==> src/rtl/vga_pkg.sv <==
// Shared VGA coordinate type and default 640x480@60 timing constants.
package vga_pkg;

  localparam int unsigned COORD_W = 11;

  localparam int unsigned H_VISIBLE_DEF = 640;
  localparam int unsigned H_FP_DEF      = 16;
  localparam int unsigned H_SYNC_DEF    = 96;
  localparam int unsigned H_BP_DEF      = 48;

  localparam int unsigned V_VISIBLE_DEF = 480;
  localparam int unsigned V_FP_DEF      = 10;
  localparam int unsigned V_SYNC_DEF    = 2;
  localparam int unsigned V_BP_DEF      = 33;

  typedef logic [COORD_W-1:0] coord_t;

endpackage

==> src/rtl/vga_axis_counter.sv <==
// One timing axis: wrapping position counter with wrap, visible and sync flags.
module vga_axis_counter
  import vga_pkg::*;
#(
  parameter int unsigned VISIBLE = H_VISIBLE_DEF,
  parameter int unsigned FP      = H_FP_DEF,
  parameter int unsigned SYNC    = H_SYNC_DEF,
  parameter int unsigned BP      = H_BP_DEF
) (
  input  logic   clk,
  input  logic   reset,
  input  logic   step,
  output coord_t count,
  output logic   wrap_c,
  output logic   visible_c,
  output logic   sync_c
);

  localparam int unsigned TOTAL   = VISIBLE + FP + SYNC + BP;
  localparam coord_t      LAST    = COORD_W'(TOTAL - 1);
  localparam coord_t      VIS_END = COORD_W'(VISIBLE);
  localparam coord_t      SYNC_LO = COORD_W'(VISIBLE + FP);
  localparam coord_t      SYNC_HI = COORD_W'(VISIBLE + FP + SYNC);

  coord_t count_next_c;

  assign wrap_c = (count == LAST);

  always_comb begin
    count_next_c = count;
    if (step) begin
      count_next_c = wrap_c ? '0 : count + COORD_W'(1);
    end
  end

  // Visibility looks through a pending step so the caller sees the value about to be entered.
  assign visible_c = (count_next_c < VIS_END);
  assign sync_c    = (count >= SYNC_LO) && (count < SYNC_HI);

  always_ff @(posedge clk or negedge reset) begin
    if (!reset) begin
      count <= '0;
    end else begin
      count <= count_next_c;
    end
  end

endmodule

==> src/rtl/vga_sync_blank_gen.sv <==
// VGA timing generator: pixel strobe, H/V counters, pixel requests, delayed syncs and blanked colour.
module vga_sync_blank_gen
  import vga_pkg::*;
#(
  parameter int unsigned COLOR_W   = 4,
  parameter int unsigned CLK_DIV   = 4,
  parameter int unsigned H_VISIBLE = H_VISIBLE_DEF,
  parameter int unsigned H_FP      = H_FP_DEF,
  parameter int unsigned H_SYNC    = H_SYNC_DEF,
  parameter int unsigned H_BP      = H_BP_DEF,
  parameter int unsigned V_VISIBLE = V_VISIBLE_DEF,
  parameter int unsigned V_FP      = V_FP_DEF,
  parameter int unsigned V_SYNC    = V_SYNC_DEF,
  parameter int unsigned V_BP      = V_BP_DEF,
  parameter bit          SYNC_POL  = 1'b0
) (
  input  logic               clk,
  input  logic               reset,
  input  logic               enable,
  input  logic [COLOR_W-1:0] vram_red,
  input  logic [COLOR_W-1:0] vram_green,
  input  logic [COLOR_W-1:0] vram_blue,
  output coord_t             pixel_x,
  output coord_t             pixel_y,
  output logic               pixel_req,
  output logic               frame_start,
  output logic               VGA_HSYNC,
  output logic               VGA_VSYNC,
  output logic [COLOR_W-1:0] VGA_RED,
  output logic [COLOR_W-1:0] VGA_GREEN,
  output logic [COLOR_W-1:0] VGA_BLUE
);

  localparam int unsigned      DIV_W     = 5;
  localparam logic [DIV_W-1:0] DIV_LAST  = DIV_W'(CLK_DIV - 1);
  localparam logic             SYNC_IDLE = ~SYNC_POL;

  logic [DIV_W-1:0] div_cnt;
  logic strobe_c, h_step_c, v_step_c, vis_c;
  logic primed;
  logic h_wrap_c, h_vis_c, h_sync_c;
  logic v_wrap_c, v_vis_c, v_sync_c;
  logic blank_q, req_d, blank_d, hs_q, vs_q;

  assign strobe_c = enable && (div_cnt == DIV_LAST);
  // The first strobe after reset enters pixel (0,0) instead of advancing past it.
  assign h_step_c = strobe_c && primed;
  assign v_step_c = h_step_c && h_wrap_c;
  assign vis_c    = h_vis_c && v_vis_c;

  always_ff @(posedge clk or negedge reset) begin
    if (!reset) begin
      div_cnt <= '0;
      primed  <= 1'b0;
    end else if (enable) begin
      div_cnt <= strobe_c ? '0 : div_cnt + DIV_W'(1);
      if (strobe_c) begin
        primed <= 1'b1;
      end
    end
  end

  vga_axis_counter #(
    .VISIBLE(H_VISIBLE), .FP(H_FP), .SYNC(H_SYNC), .BP(H_BP)
  ) u_h_axis (
    .clk(clk), .reset(reset), .step(h_step_c), .count(pixel_x),
    .wrap_c(h_wrap_c), .visible_c(h_vis_c), .sync_c(h_sync_c)
  );

  vga_axis_counter #(
    .VISIBLE(V_VISIBLE), .FP(V_FP), .SYNC(V_SYNC), .BP(V_BP)
  ) u_v_axis (
    .clk(clk), .reset(reset), .step(v_step_c), .count(pixel_y),
    .wrap_c(v_wrap_c), .visible_c(v_vis_c), .sync_c(v_sync_c)
  );

  // Pixel entry events and their one-clk-delayed copies that steer the colour load.
  always_ff @(posedge clk or negedge reset) begin
    if (!reset) begin
      pixel_req   <= 1'b0;
      frame_start <= 1'b0;
      blank_q     <= 1'b0;
      req_d       <= 1'b0;
      blank_d     <= 1'b0;
    end else begin
      pixel_req   <= strobe_c && vis_c;
      blank_q     <= strobe_c && !vis_c;
      frame_start <= h_step_c && h_wrap_c && v_wrap_c;
      req_d       <= pixel_req;
      blank_d     <= blank_q;
    end
  end

  // Two-stage sync delay keeps the syncs aligned with the colour registers.
  always_ff @(posedge clk or negedge reset) begin
    if (!reset) begin
      hs_q      <= SYNC_IDLE;
      vs_q      <= SYNC_IDLE;
      VGA_HSYNC <= SYNC_IDLE;
      VGA_VSYNC <= SYNC_IDLE;
    end else if (!enable) begin
      hs_q      <= SYNC_IDLE;
      vs_q      <= SYNC_IDLE;
      VGA_HSYNC <= SYNC_IDLE;
      VGA_VSYNC <= SYNC_IDLE;
    end else begin
      hs_q      <= h_sync_c ? SYNC_POL : SYNC_IDLE;
      vs_q      <= v_sync_c ? SYNC_POL : SYNC_IDLE;
      VGA_HSYNC <= hs_q;
      VGA_VSYNC <= vs_q;
    end
  end

  always_ff @(posedge clk or negedge reset) begin
    if (!reset) begin
      VGA_RED   <= '0;
      VGA_GREEN <= '0;
      VGA_BLUE  <= '0;
    end else if (enable && req_d) begin
      VGA_RED   <= vram_red;
      VGA_GREEN <= vram_green;
      VGA_BLUE  <= vram_blue;
    end else if (!enable || blank_d) begin
      VGA_RED   <= '0;
      VGA_GREEN <= '0;
      VGA_BLUE  <= '0;
    end
  end

endmodule

==> config.mk <==
export PLATFORM = sky130hd
export DESIGN_NAME = vga_sync_blank_gen
export DESIGN_NICKNAME = d
export VERILOG_FILES = /design/src/rtl/vga_pkg.sv /design/src/rtl/vga_axis_counter.sv /design/src/rtl/vga_sync_blank_gen.sv
export SDC_FILE = /design/constraint.sdc
export NUM_CORES = 1
export LEC_CHECK = 0
export ABC_AREA = 1
export CAP_MARGIN = 10
export CORE_ASPECT_RATIO = 1.1
export CORE_UTILIZATION = 30
export DETAILED_ROUTE_END_ITERATION = 8
export PLACE_DENSITY = 0.59
export SLEW_MARGIN = 20
export SYNTH_ARGS = -nofsm -noshare
export SYNTH_HDL_FRONTEND = slang
export SYNTH_SLANG_ARGS = --single-unit
==> constraint.sdc <==
create_clock -name clk -period 3.2 [get_ports clk]
set_clock_uncertainty 0.05 [all_clocks]
set_input_delay 0.64 -clock clk [delete_from_list [all_inputs] [get_ports clk]]
set_output_delay 0.64 -clock clk [all_outputs]
set_load 0.005 [all_outputs]
==> metrics.log <==
INFO  metric outcome = finished clean
INFO  metric synth.distinct_cells = 31
INFO  metric worstSetupPathDepth = 8
INFO  metric number_of_hold_violations_in_the_final_report = 0
INFO  metric drt-pass1-iter-count = 4
INFO  metric clkTransAtPathRegs = 90 ps
INFO  metric maxCapViolations = 0
INFO  metric critical_path.n_buffers_inverters = 2
INFO  metric wirelength_met1 = 2940 um
INFO  metric synth.cell_area = between 2000 and 3000 um2
INFO  metric ys.flop_type = dfrtp_1
INFO  metric route.vias.total = 2279
INFO  metric report.final.setup_viol = 0
INFO  metric clk_latency = 300 ps
INFO  metric cell_type_of_the_slowest_stage_on_the_worst_timing_path = clkdlybuf4s50_1
INFO  metric crit_chain = clkdlybuf4s50_1, nand2_4, nor2_4, nand3_4, inv_2, nand3_1, nor3_2, a211oi_1
INFO  metric hold_path_class = reg2reg
INFO  metric critical_path_peak_fanout = 14
INFO  metric grt_first_pass_wirelength = between 10000 and 15000 um
INFO  metric cts_tree = done
INFO  metric holdBufCountCts = 0
INFO  metric core-area = approximately 8300 um2
INFO  metric start_util = 0.308
INFO  metric io_buffer_count = 52
INFO  metric vias_per_cell = between 4 and 5
INFO  metric fin_tns_setup = 0 ps
INFO  metric placedCellCount = just under 500
INFO  metric global_route.usage.total = 0.145
INFO  metric layout_commonest_cell = nand2_1
INFO  metric slew_viol_final = 0
INFO  metric dpl.hpwl = approximately 4500 um
INFO  metric cellPowerDensity = 383 nW/um2
INFO  metric critical-path-max-stage-delay = about 530 ps
INFO  metric slew_headroom = 0.464
INFO  metric first_global_vias = ~2.2k
INFO  metric register_area = 1230 um2
INFO  metric antenna_found_initial = 0
INFO  metric rsz_0062_raised_after_global_routing = false
INFO  metric grt_start_max_net_pins = 37
INFO  metric global_route.overflow_total = 0
INFO  metric synth-warning-count = 0
INFO  metric met2_wirelength = approximately 2700 um
INFO  metric highest_attainable_clock_frequency = 444 MHz
INFO  metric cts.repair_timing.setup_buffer_count = 0
INFO  metric synth_enable_flop_cells = 0
INFO  metric die_height = 99.0 um
INFO  metric cp_top_family = simple AND/OR/NAND/NOR gates
INFO  metric postSynthCellCount = 327
INFO  metric post_layout_nonfiller_instances = between 400 and 500
INFO  metric yosysTopAreaCell = dfrtp_1
INFO  metric yosys-top-cells-area = dfrtp_1, nand2_1, nand3_1
INFO  metric die_area = 8920 um2
INFO  metric rr_worst_depth = 8
INFO  metric critPathArrivalTime = 2390 ps
INFO  metric dr.max_layer_used = met4
INFO  metric mean_syn_cell_area = between 7 and 8 um2
INFO  metric ant_nets = 0
INFO  metric syn_nets = 346
INFO  metric whs_path_depth = 0
INFO  metric final_layout_size_suffix_gt1_frac = 0.0892
INFO  metric root_buffer = clkbuf_8
INFO  metric worst_slack = 945 ps
INFO  metric detailroute.wirelength.met3 = 285 um
INFO  metric place_congestion = 0.841
INFO  metric finalCritPeriodShare = 0.705
INFO  metric tritoncts.num_buffers = 5
INFO  metric hold_ws = 314 ps
INFO  metric post_route_minimum_period = 2250 ps
INFO  metric layout_common_cells = nand2_1, clkdlybuf4s50_1, nand3_1, dfrtp_1, inv_1
INFO  metric h-tree-depth = 2
INFO  metric cts_sinks = 49
INFO  metric ys_seq_area_frac = 0.480
INFO  metric dr.first_iter.drc_count = 98
INFO  metric total_leakage_power = 0.00155 uW
INFO  metric post-route-drc-count = 0
INFO  metric design.portCount = 53
INFO  metric antennaDiodeCount = 0
INFO  metric multi_input_gate_area_in_the_final_layout = 1130 um2
INFO  metric critical_path_required = ~3300 ps
INFO  metric die-width = 90.1 um
INFO  metric postSynth.asyncResetShare = 1.00
INFO  metric critical_path.endpoint_type = flop
INFO  metric wirelength = slightly above 6000 um
INFO  metric setup.worst_path.class = in2reg
INFO  metric tightestPinTransition = 803 ps
INFO  metric synthToLayoutAreaGrowth = 28.1%
INFO  metric ctsResizeCount = 0
INFO  metric finish.net_count = ~400
INFO  metric final.fill_count = 850
INFO  metric detailedPlace.worstSlack = 633 ps
INFO  metric core.rowCount = 35
INFO  metric yosysTopAreaCellShare = 0.439
INFO  metric routed_wire_length_per_instance = 12.3 um
INFO  metric max-clock-path-buffers = 2
INFO  metric startpoint_type = input port
INFO  metric power.ir.vdd_worst = roughly 0.15 mV
INFO  metric yosys_register_bits = 49
layout make-up:
class | count | share of cell area
clock buffer | 6 | 0.0251
clock inverter | 2 | 0.00419
inverter | 37 | 0.0423
multi-input combinational | 231 | 0.345
sequential | 49 | 0.375
tap | 111 | 0.0423
timing repair buffer | 56 | 0.166
final timing paths:
path | from | end | slack [ps]
setup / recovery | enable | u_v_axis.count[4]$_DFFE_PN0N_ | 950
hold / removal | blank_q$_DFF_PN0_ | blank_d$_DFF_PN0_ | 310
setup reg to reg | div_cnt[1]$_DFFE_PN0P_ | u_v_axis.count[4]$_DFFE_PN0N_ | 1230
hold reg to reg | blank_q$_DFF_PN0_ | blank_d$_DFF_PN0_ | 310
max in group asynchronous | reset | VGA_VSYNC$_DFF_PN1_ | 2030
min in group asynchronous | reset | VGA_BLUE[3]$_DFFE_PN0P_ | 370
worst register-to-register path, cell delays in order (launching register included):
cell,delay (ps)
dfrtp_1,380
ha_1,210
nand2_4,70
nor2_4,120
nand3_4,210
inv_2,230
nand3_1,230
nor3_2,270
a211oi_1,90
routing by layer:
| layer | vias up | GRT usage |
|---|---|---|
| met4 | 0 | 0.0521 |
| met3 | 8 | 0.0316 |
| met5 | - | 0 |
| met2 | 58 | 0.237 |
| li1 | 1159 | - |
| met1 | 1054 | 0.190 |
per-stage QoR:
stage	total power, uW	instance area, um2	utilization
6_report	1260	3280	0.395
5_1_grt	1330	3280	0.395
4_1_cts	1280	3280	0.395
3_5_place_dp	890	3190	0.383
3_3_place_gp	891	3190	0.383
2_1_floorplan	795	2560	-
flip-flops by register name, summed over array words and instances (netlist names), 4 cells and up:
name	flops
VGA_GREEN	4
div_cnt	5
u_v_axis.count	11
VGA_RED	4
VGA_BLUE	4
u_h_axis.count	11
where the power goes:
| part | internal [uW] | switching, uW |
|---|---|---|
| registers | 654 | 35.4 |
| logic | 88.2 | 100 |
| clock network | 175 | 204 |
| total | 917 | 339 |
synthesized netlist by cell type, types with 2 or more instances:
cell type  instances
nand2_1           96
nand3_1           50
dfrtp_1           45
inv_1             33
nor2_1            30
nand4_1            8
a21oi_1            6
o21ai_0            6
nor3_1             5
dfstp_2            4
ha_1               4
inv_2              4
buf_2              3
clkbuf_1           3
nor2_2             3
nor2_4             3
o21ai_1            3
xnor2_1            3
a211oi_1           2
buf_6              2
nand3_4            2
nor4_1             2
or2_2              2
kinds of logic (layout without fill, tap and decap cells):
kind of cell	count (synthesis)	after routing	share of synthesized area
AO/OA/AOI/OAI	20	20	0.0454
buffers and inverters	47	101	0.0776
XOR/XNOR	4	4	0.0137
flip-flops	49	49	0.480
adder cells (fa/ha/maj)	4	4	0.0195
AND/OR/NAND/NOR	203	203	0.364
No activity file was read; power rests on OpenSTA's default activity.
